<file path="config.mk">
export PLATFORM = sky130hd
export DESIGN_NAME = i2s_dac_serializer
export DESIGN_NICKNAME = d
export VERILOG_FILES = /design/src/rtl/audio_pkg.sv /design/src/rtl/sync_edge.sv /design/src/rtl/i2s_dac_serializer.sv
export SDC_FILE = /design/constraint.sdc
export NUM_CORES = 1
export LEC_CHECK = 0
export BUFFER_PORTS_ARGS = -buffer_cell sky130_fd_sc_hd__buf_2
export CAP_MARGIN = 20
export CORE_ASPECT_RATIO = 1.25
export CORE_MARGIN = 2
export CORE_UTILIZATION = 40
export DETAILED_ROUTE_END_ITERATION = 16
export HOLD_SLACK_MARGIN = 0.15
export PLACE_DENSITY = 0.6
export SLEW_MARGIN = 30
export SYNTH_ARGS = -nofsm -noshare
export SYNTH_HDL_FRONTEND = slang
export SYNTH_SLANG_ARGS = --single-unit
</file>
<file path="constraint.sdc">
create_clock -name i_clk -period 2.3 [get_ports i_clk]
set_input_delay 0.345 -clock i_clk [delete_from_list [all_inputs] [get_ports i_clk]]
set_output_delay 0.345 -clock i_clk [all_outputs]
set_load 0.02 [all_outputs]
</file>
<file path="src/rtl/audio_pkg.sv">
// Shared types for the audio output path.
// Sample width and DAC serializer state encoding.
package audio_pkg;

  localparam int AUDIO_W = 16;

  typedef enum logic [1:0] {
    IDLE,
    WAIT_SLOT,
    SHIFT,
    PAD
  } dac_state_e;

endpackage

</file>
<file path="src/rtl/sync_edge.sv">
// Single-bit synchroniser followed by an edge detector.
// Level, rise and fall are all aligned to the final sync stage.
module sync_edge #(
  parameter int SYNC_STAGES = 2
) (
  input  logic i_clk,
  input  logic i_rst_n,
  input  logic i_d,
  output logic o_level,
  output logic o_rise,
  output logic o_fall
);

  logic [SYNC_STAGES-1:0] r_sync;
  logic                   r_prev;

  always_ff @(posedge i_clk or negedge i_rst_n) begin
    if (!i_rst_n) begin
      r_sync <= '0;
      r_prev <= 1'b0;
    end else begin
      r_sync <= {r_sync[SYNC_STAGES-2:0], i_d};
      r_prev <= r_sync[SYNC_STAGES-1];
    end
  end

  assign o_level = r_sync[SYNC_STAGES-1];
  assign o_rise  = o_level & ~r_prev;
  assign o_fall  = ~o_level & r_prev;

endmodule

</file>
<file path="src/rtl/i2s_dac_serializer.sv">
// Mono sample stream to WM8731 I2S DAC (codec is bus master).
// One pending-sample buffer; same word sent on left and right slots.
module i2s_dac_serializer
  import audio_pkg::*;
#(
  parameter int DATA_W      = AUDIO_W,
  parameter int SYNC_STAGES = 2
) (
  input  logic                     i_clk,
  input  logic                     i_rst_n,
  input  logic                     i_enable,
  input  logic                     i_valid,
  input  logic signed [DATA_W-1:0] i_data,
  input  logic                     i_bclk,
  input  logic                     i_lrc,
  output logic                     o_dacdat,
  output logic                     o_underrun,
  output logic                     o_overrun
);

  localparam int CNT_W  = $clog2(DATA_W);
  localparam int CNT_W1 = CNT_W + 1;

  logic w_bclk_lvl;
  logic w_bclk_rise;
  logic w_bclk_fall;
  logic w_lrc_lvl;
  logic w_lrc_rise;
  logic w_lrc_fall;
  logic w_lrc_edge;
  logic w_unused;

  dac_state_e r_state;
  dac_state_e w_state_nxt;
  logic [CNT_W1-1:0] r_bit_cnt;
  logic [CNT_W1-1:0] w_cnt_nxt;
  logic r_dacdat;
  logic w_dac_nxt;

  logic [DATA_W-1:0] r_word;
  logic [DATA_W-1:0] r_pend_data;
  logic r_pending;
  logic r_under;
  logic r_over;

  sync_edge #(.SYNC_STAGES(SYNC_STAGES)) u_bclk_sync (
    .i_clk  (i_clk),
    .i_rst_n(i_rst_n),
    .i_d    (i_bclk),
    .o_level(w_bclk_lvl),
    .o_rise (w_bclk_rise),
    .o_fall (w_bclk_fall)
  );

  sync_edge #(.SYNC_STAGES(SYNC_STAGES)) u_lrc_sync (
    .i_clk  (i_clk),
    .i_rst_n(i_rst_n),
    .i_d    (i_lrc),
    .o_level(w_lrc_lvl),
    .o_rise (w_lrc_rise),
    .o_fall (w_lrc_fall)
  );

  assign w_lrc_edge = w_lrc_rise | w_lrc_fall;
  assign w_unused   = ^{w_bclk_lvl, w_bclk_rise, w_lrc_lvl};

  // Sample buffer: a same-cycle strobe replaces a word being consumed
  always_ff @(posedge i_clk or negedge i_rst_n) begin
    if (!i_rst_n) begin
      r_word      <= '0;
      r_pend_data <= '0;
      r_pending   <= 1'b0;
      r_under     <= 1'b0;
      r_over      <= 1'b0;
    end else if (!i_enable) begin
      r_pending <= 1'b0;
      r_under   <= 1'b0;
      r_over    <= 1'b0;
    end else begin
      r_under <= w_lrc_fall & ~r_pending;
      r_over  <= i_valid & r_pending & ~w_lrc_fall;
      if (w_lrc_fall && r_pending) begin
        r_word    <= r_pend_data;
        r_pending <= 1'b0;
      end
      if (i_valid) begin
        r_pend_data <= i_data;
        r_pending   <= 1'b1;
      end
    end
  end

  always_ff @(posedge i_clk or negedge i_rst_n) begin
    if (!i_rst_n) begin
      r_state   <= IDLE;
      r_bit_cnt <= '0;
      r_dacdat  <= 1'b0;
    end else begin
      r_state   <= w_state_nxt;
      r_bit_cnt <= w_cnt_nxt;
      r_dacdat  <= w_dac_nxt;
    end
  end

  // Counter MSB set means bit 0 has already been driven
  always_comb begin
    w_state_nxt = r_state;
    w_cnt_nxt   = r_bit_cnt;
    w_dac_nxt   = r_dacdat;
    if (!i_enable) begin
      w_state_nxt = IDLE;
      w_dac_nxt   = 1'b0;
    end else if (r_state == IDLE) begin
      w_dac_nxt = 1'b0;
      if (w_lrc_fall) w_state_nxt = WAIT_SLOT;
    end else if (w_lrc_edge) begin
      w_state_nxt = WAIT_SLOT;
    end else if (w_bclk_fall) begin
      unique case (r_state)
        WAIT_SLOT: begin
          w_dac_nxt   = r_word[DATA_W-1];
          w_cnt_nxt   = CNT_W1'(DATA_W - 2);
          w_state_nxt = SHIFT;
        end
        SHIFT: begin
          if (r_bit_cnt[CNT_W]) begin
            w_dac_nxt   = 1'b0;
            w_state_nxt = PAD;
          end else begin
            w_dac_nxt = r_word[r_bit_cnt[CNT_W-1:0]];
            w_cnt_nxt = r_bit_cnt - CNT_W1'(1);
          end
        end
        PAD: w_dac_nxt = 1'b0;
        default: w_state_nxt = IDLE;
      endcase
    end
  end

  assign o_dacdat   = r_dacdat;
  assign o_underrun = r_under;
  assign o_overrun  = r_over;

endmodule

</file>
-- After elaboration in Yosys (flattened, before gate mapping)
Cells that the tools add are included.
- output and inout bits: 3
- bits of input ports: 22
- RAM bits: 0
- word-level logic and storage cells: 72
- latch bits: 0
- register bits: 49
- bits in read-only memories: 0
- memories: 0
- reduce and logical (&&, ||, !) cells: 9
- bitwise gates (word level): 14
- eq/ne operators: 12
- multiplexer cells: 22
- add/subtract/negate cells: 1
- multiply operators: 0
- magnitude comparators: 1
- shifts and indexed selects: 0
- div/mod/pow operators: 0
- operators by type and width (cell ; count):
    $mux 2 ; 6
    $mux 1 ; 11
    $pmux 5 s2 ; 1
    $not 1->1 ; 7
    $and 1x1->1 ; 6
    $ne 3x1->1 const B ; 2
    $pmux 2 s3 ; 1
    $reduce_and 6->1 ; 1
    $lt 4x5->1 const B ; 1
    $mux 5 ; 1
    $ne 5x1->1 const B ; 1
    $ne 5x5->1 const B ; 1
    $reduce_and 5->1 ; 1
    $sub 5x1->5 const B ; 1
    $bmux 1 s4 ; 1
    $eq 2x2->1 const B ; 2
    $ne 4x1->1 const B ; 1
    $ne 4x4->1 const B ; 1
    $reduce_and 2->1 ; 2
    $reduce_and 4->1 ; 1
    $ne 3x2->1 const B ; 1
    $ne 3x3->1 const B ; 1
    $pmux 1 s3 ; 1
    $reduce_and 3->1 ; 1
    other kinds (6) ; 6

-- Depth between registers and ports, before layout
Gate-level depths: netlist of run 1.
- depth after elaboration: 8
- mapped depth: 8
- gate-level depth less buffers: 7

-- Hierarchy
Synthesis of run 1 repeated with hierarchy kept, for this count alone.
- cell total of the unflattened synthesis: 161
- area total of the unflattened synthesis: 2190.9 um2
- modules (own cells, without submodules) (module ; seq. area each (um2) ; cells an instance ; area an instance (um2) ; times used):
    i2s_dac_serializer ; 1076.0 ; 151 ; 2010.7 ; 1
    sync_edge ; 75.1 ; 5 ; 90.1 ; 2

-- Least setup slack after synthesis of run 1
OpenSTA, ideal clock, no wires.
- kind: register -> register
- start: register r_state[0]
- end: register r_state[1]
- stages on the path, launching flop included: 9
- setup slack: 756 ps
- path buffers: 1
- arrival time: 1465 ps
- setup time: 79 ps
- required time: 2221 ps
- cells stage by stage: dfrtp_1 -> inv_1 -> ha_1 -> clkbuf_1 -> nand2b_1 -> a21oi_1 -> o21ai_0 -> o21ai_0 -> mux2i_1
- cells in the longest elaborated chain, start to end: 6
- elaborated cells between the ends (all ways): 14
- those cells by class: 7 x eq/ne; 5 x mux; 2 x reduce/logical
- ends and longest elaborated chain (what ; RTL line ; RTL):
    start: declaration ; i2s_dac_serializer.sv:33 ; dac_state_e r_state;
    start signal: assignment ; i2s_dac_serializer.sv:99 ; r_state <= w_state_nxt;
    $eq 2x2->1 / $eq 2x1->1 (equally long branches) ; i2s_dac_serializer.sv:119 ; unique case (r_state)
    $pmux 2 s3 ; i2s_dac_serializer.sv:119 ;
    $mux 2 ; i2s_dac_serializer.sv:118 ; end else if (w_bclk_fall) begin
    $mux 2 ; i2s_dac_serializer.sv:116 ; end else if (w_lrc_edge) begin
    $mux 2 ; i2s_dac_serializer.sv:113 ; end else if (r_state == IDLE) begin
    $mux 2 ; i2s_dac_serializer.sv:110 ; if (!i_enable) begin
Parallel ways exist; a longest one is shown, timed or not. The select of a mux whose other input is x is not followed.
A chain may end at the register's enable or synchronous reset.

-- Worst setup path in the final report of run 1
Same ends and word-level chain as after synthesis.

==> run summary, run 1 <==
status = complete, no violations
Avg Cell Area, Syn = 13.0 µm²
final setup fails = 0
Crit Reg-Reg Endpoint = r_state[1]
Post-Synthesis Cells = 166
CTS buffer count = 5
setup TNS = 0 ps
met1 Use GR = 0.186
vias in the first global route = 1500
largest net degree at the start of global routing = 33
drt drc = 0
core region area = 5150 µm²
setup slack after layout = 500 ps
die height = 86.2 µm
sequential element share of the synthesized area = 0.567
Root Driver = clkbuf_8
max_cap viols = 0
Remaining Overflow, GRT = 0
most common cell after layout, fill and taps aside = dfrtp_1
routing usage on met3 = 0.0349
die area = 6010 µm²
WHS Path Cells = 2
Worst setup SP type = flop
Period minus WS final = 1800 ps
HP Start = i_data[6]
main flop type after synthesis = dfrtp_1
Global Route Usage Sum = 0.154
Area Overhead vs Synth = 13.6%
CP Capture Type = flop
share of layout cells above drive strength 1 = 0.345
Post-CTS Setup Inserts = 0
WS Path Type = reg2reg
Async S/R FF share, synth = 1.00
Die W = 69.8 µm
Hold Path End = r_pend_data[6]
overall power = 0.00208 W
Via Count = 1369
Post-Route WL = 4070 µm
IO buf count = 24
clock-pin slew on the worst setup and hold paths = 80 ps
CTS tree = done
Ys Warns = 0
syn_nets = 194
detail-routed via count per cell = 5.29
R2R setup slack = 500 ps
antenna violations before repair = 0
# H-tree levels = 2
Routed Antenna Nets = 0
Yosys cell types = 33
crit path DAT = 2010 ps
final RePlAce weighted congestion = 0.749
Slew HR = 0.519
HP Class = in2reg
Peak VDD IR = 393 µV
post_cts resized = 0
Max Freq = 0.556 GHz
worst r2r path cells = 7
Worst-Margin Slew = 720 ps
clk_lat worst skew = 300 ps
PD cells = 847 nW/µm²
Hold Worst Slack = 274 ps
Max Root-Sink Buffers = 2
P_leak = 1.10 nW
CTS Hold Bufs = 3
leading cell types in the layout, fill and taps excluded = dfrtp_1, mux2_2, buf_2, nor2_1, a21oi_1
number of enable flip-flop cells after synthesis = 0
Post-Syn Area = 2160 µm²
WP data required = 2510 ps
Rows = 29
met2 Track Usage GR = 0.262
number of synthesized register bits = 49
Worst Clk Skew = 2.14 ps
DPL Wire Length = 2880 µm
initial drt markers = 71
Worst Path Max Fanout = 10
Worst R2R Start = r_state[0]
Final Cycle Share = 0.782
Antenna Cells = 0
worst slack, placed = 570 ps
fin. max-slew vios = 0
clk sink count = 49
Final Hold Fails = 0
Initial Util = 0.420
GRT Max-Usage Layer = met2
I/O pin count = 25
RSZ-0062 raised after global routing = false
Pre-Repair DR Iteration Count = 4
first-pass GRT wire length = 7210 µm
fin nets = 224
Routed wire per std cell = 15.7 µm
[final cells by class]
class                           count  area [µm²]
Clock buffer                        7        76.3
Clock inverter                      1        7.51
Fill cell                         477        2700
Inverter                            6        22.5
Multi-Input combinational cell    104         873
Sequential cell                    49        1230
Tap cell                           62        77.6
Timing Repair Buffer               30         173
[sequential cells by signal, indices dropped and copies added, names as in the netlist]
register and count:
r_state 2, u_bclk_sync.r_prev 1, o_overrun 1, u_bclk_sync.r_sync 2, r_pend_data 16, r_pending 1
r_word 16, o_dacdat 1, u_lrc_sync.r_prev 1, r_bit_cnt 5, u_lrc_sync.r_sync 2, o_underrun 1
[worst max path at each step]
stage,from,endpoint,slack [ps],depth (start not counted)
finish,r_state[0],r_state[1],500,7
global route,r_state[0],r_bit_cnt[3],360,7
CTS,r_state[0],r_bit_cnt[3],530,7
detailed placement,r_state[0],r_state[1],570,7
global placement,r_state[0],r_bit_cnt[3],670,7
floorplan,r_state[0],r_state[1],760,8
[worst max-delay path, stage by stage, from the launching register on]
cell and delay (ps):
dfrtp_1 440, inv_1 130, ha_1 390, nand2b_1 100, a21oi_1 170, o21ai_0 100, o21ai_0 140, mux2i_1 250
[cells in the mapped netlist (all sizes together), types with 2 or more instances]
| library cell | instances | area share |
|---|---|---|
| a21oi | 7 | 0.016 |
| buf | 6 | 0.017 |
| dfrtp | 49 | 0.57 |
| ha | 6 | 0.035 |
| inv | 6 | 0.010 |
| mux2 | 32 | 0.17 |
| mux2i | 6 | 0.028 |
| mux4 | 2 | 0.021 |
| nand2 | 5 | 0.0087 |
| nand2b | 3 | 0.0087 |
| nand3 | 6 | 0.014 |
| nor2 | 7 | 0.012 |
| nor2b | 6 | 0.017 |
| nor4 | 3 | 0.0087 |
| o21a | 2 | 0.0069 |
| o21ai | 4 | 0.0093 |
[kinds of logic (layout without fill, tap and decap cells)]
group | Yosys count | count (layout) | share of synthesized area
buffers and inverters | 13 | 44 | 0.0289
flip-flops | 49 | 49 | 0.567
adder cells (fa/ha/maj) | 6 | 6 | 0.0347
multiplexers | 40 | 40 | 0.215
AO/OA/AOI/OAI | 23 | 23 | 0.0689
AND/OR/NAND/NOR | 35 | 35 | 0.0851
[metrics by stage]
step / utilization / area (µm²) / std cells
after floorplan: - / 2160 / 166
after global placement: 0.455 / 2340 / 248
after detailed placement: 0.455 / 2340 / 248
after CTS: 0.477 / 2460 / 259
after global routing: 0.477 / 2460 / 259
final: 0.477 / 2460 / 259
[power breakdown]
group	switching (W)	internal (W)	leakage, nW
clock network	0.000272	0.000215	0.0385
logic	0.000176	0.000250	0.465
registers	0.000141	0.00103	0.598
[layer usage]
layer	share of wire	routed length (µm)
met4	0.015	62
met2	0.52	2130
met1	0.44	1770
met5	0	0
met3	0.027	108
(Power assumes the default switching activity.)
==> run 2: changes to the inputs <==
Settings changed: PLACE_DENSITY 0.6 to 0.62.
Clock period 2.3 ns to 1.55 ns, I/O delays scaled along.
==> run 2 against run 1 <==
Sequential cell count unchanged. Combinational power increased by 100%. Via count increased by 4.8%. Cell area increased by 11%. Die area is the same. Critical endpoint is now o_dacdat.
==> run summary, run 2 (same netlist as run 1, synthesis figures left out) <==
status = complete, no violations
largest net degree at the start of global routing = 50
first-pass GRT wire length = 7160 µm
met2 Track Usage GR = 0.259
Antenna Cells = 0
worst r2r path cells = 4
clock-pin slew on the worst setup and hold paths = 90 ps
Pre-Repair DR Iteration Count = 4
R2R setup slack = 60 ps
antenna violations before repair = 0
Routed wire per std cell = 15.6 µm
Worst Clk Skew = 7.36 ps
Area Overhead vs Synth = 26.3%
Global Route Usage Sum = 0.151
# H-tree levels = 2
WS Path Type = reg2reg
die area = 6010 µm²
leading cell types in the layout, fill and taps excluded = dfrtp_1, mux2_2, buf_2, buf_4
met1 Use GR = 0.182
drt drc = 0
CP Capture Type = flop
crit path DAT = 1670 ps
Final Cycle Share = 0.963
fin. max-slew vios = 0
worst slack, placed = -72.4 ps
WP data required = 1730 ps
RSZ-0062 raised after global routing = true
GRT Max-Usage Layer = met2
P_leak = 1.21 nW
CTS buffer count = 5
final setup fails = 0
CTS tree = done
IO buf count = 24
Slew HR = 0.732
Crit Reg-Reg Endpoint = o_dacdat
Initial Util = 0.420
die height = 86.2 µm
Placed Cells = 258
Layout Cells excl Fill = 273
Root Driver = clkbuf_8
Worst R2R Start = r_bit_cnt[0]
core region area = 5150 µm²
clk sink count = 49
Routed Antenna Nets = 0
initial drt markers = 87
Worst setup SP type = flop
vias in the first global route = 1495
WHS Path Cells = 2
Worst Path Max Fanout = 4
Max Root-Sink Buffers = 2
Placed Area = 2440 µm²
most common cell after layout, fill and taps aside = dfrtp_1
final RePlAce weighted congestion = 0.797
Worst-Margin Slew = 399 ps
detail-routed via count per cell = 5.26
Die W = 69.8 µm
Remaining Overflow, GRT = 0
Rows = 29
Via Count = 1435
DPL Wire Length = 2910 µm
fin nets = 238
HP Class = in2reg
setup slack after layout = 57.3 ps
Post-Route WL = 4260 µm
clk_lat worst skew = 300 ps
share of layout cells above drive strength 1 = 0.483
PD cells = 1280 nW/µm²
setup TNS = 0 ps
top flop regs = r_pend_data: 16 flops, r_word: 16 flops, r_bit_cnt: 5 flops
Peak VDD IR = 803 µV
I/O pin count = 25
HP Start = i_data[13]
cell area after layout = 2730 µm²
Hold Path End = r_pend_data[13]
overall power = 0.00351 W
Period minus WS final = 1490 ps
routing usage on met3 = 0.0326
Final Hold Fails = 0
Max Freq = 0.670 GHz
max_cap viols = 0
-- run 2: cell count changes in the layout (fill, tap and decap cells not counted), sizes merged --
| cell | change |
|---|---|
| buf | +11 |
| dlygate4sd3 | +3 |
| bufinv | +1 |
| clkbuf | -1 |
-- run 2: area by class of cell --
| class | count | area [µm²] |
|---|---|---|
| Clock inverter | 2 | 37.5 |
| Sequential cell | 49 | 1230 |
| Inverter | 6 | 22.5 |
| Tap cell | 62 | 77.6 |
| Multi-Input combinational cell | 104 | 973 |
| Timing Repair Buffer | 44 | 310 |
| Clock buffer | 6 | 82.6 |
| Fill cell | 451 | 2420 |
-- run 2: timing repair --
item,CTS,global route
resized for setup,2,24
hold buffers,5,1
buffers inserted,1,0
setup endpoints to repair,5,8
pin swaps,1,4
endpoints found under the hold margin,53,1
-- run 2: worst max path at each step --
stage,depth (start not counted),slack [ps],startpoint,end
finish,4,60,r_bit_cnt[0],o_dacdat
CTS,7,20,r_state[0],r_bit_cnt[3]
detailed placement,7,-70,r_state[1],r_bit_cnt[2]
global placement,7,-8,r_state[1],r_bit_cnt[3]
floorplan,8,6,r_state[0],r_state[1]
global route,6,-20,u_lrc_sync.r_prev,r_bit_cnt[1]
-- run 2: where the power goes --
group / internal [W] / switching (W) / leakage [nW]
clock: 0.000524 / 0.000414 / 0.0574
combinational: 0.000502 / 0.000365 / 0.557
sequential: 0.00152 / 0.000181 / 0.598
total: 0.00255 / 0.000959 / 1.21
-- run 2: metal layers --
metal | vias up | wire length (µm)
met1 | 713 | 1740
met3 | 11 | 108
met4 | 0 | 94
met2 | 28 | 2310
met5 | - | 0
li1 | 683 | -
-- run 2: per-stage QoR --
step           utilization  hold WS [ps]
2_1_floorplan            -         -63.1
3_3_place_gp         0.474           233
3_5_place_dp         0.474           239
4_1_cts              0.510           150
5_1_grt              0.530           150
6_report             0.530           159
-- run 2: critical path, cell delays in order (launching register included) --
cell and delay (ps):
dfrtp_2 410, mux4_2 510, nand2b_4 150, a32oi_2 200
o22ai_1 90
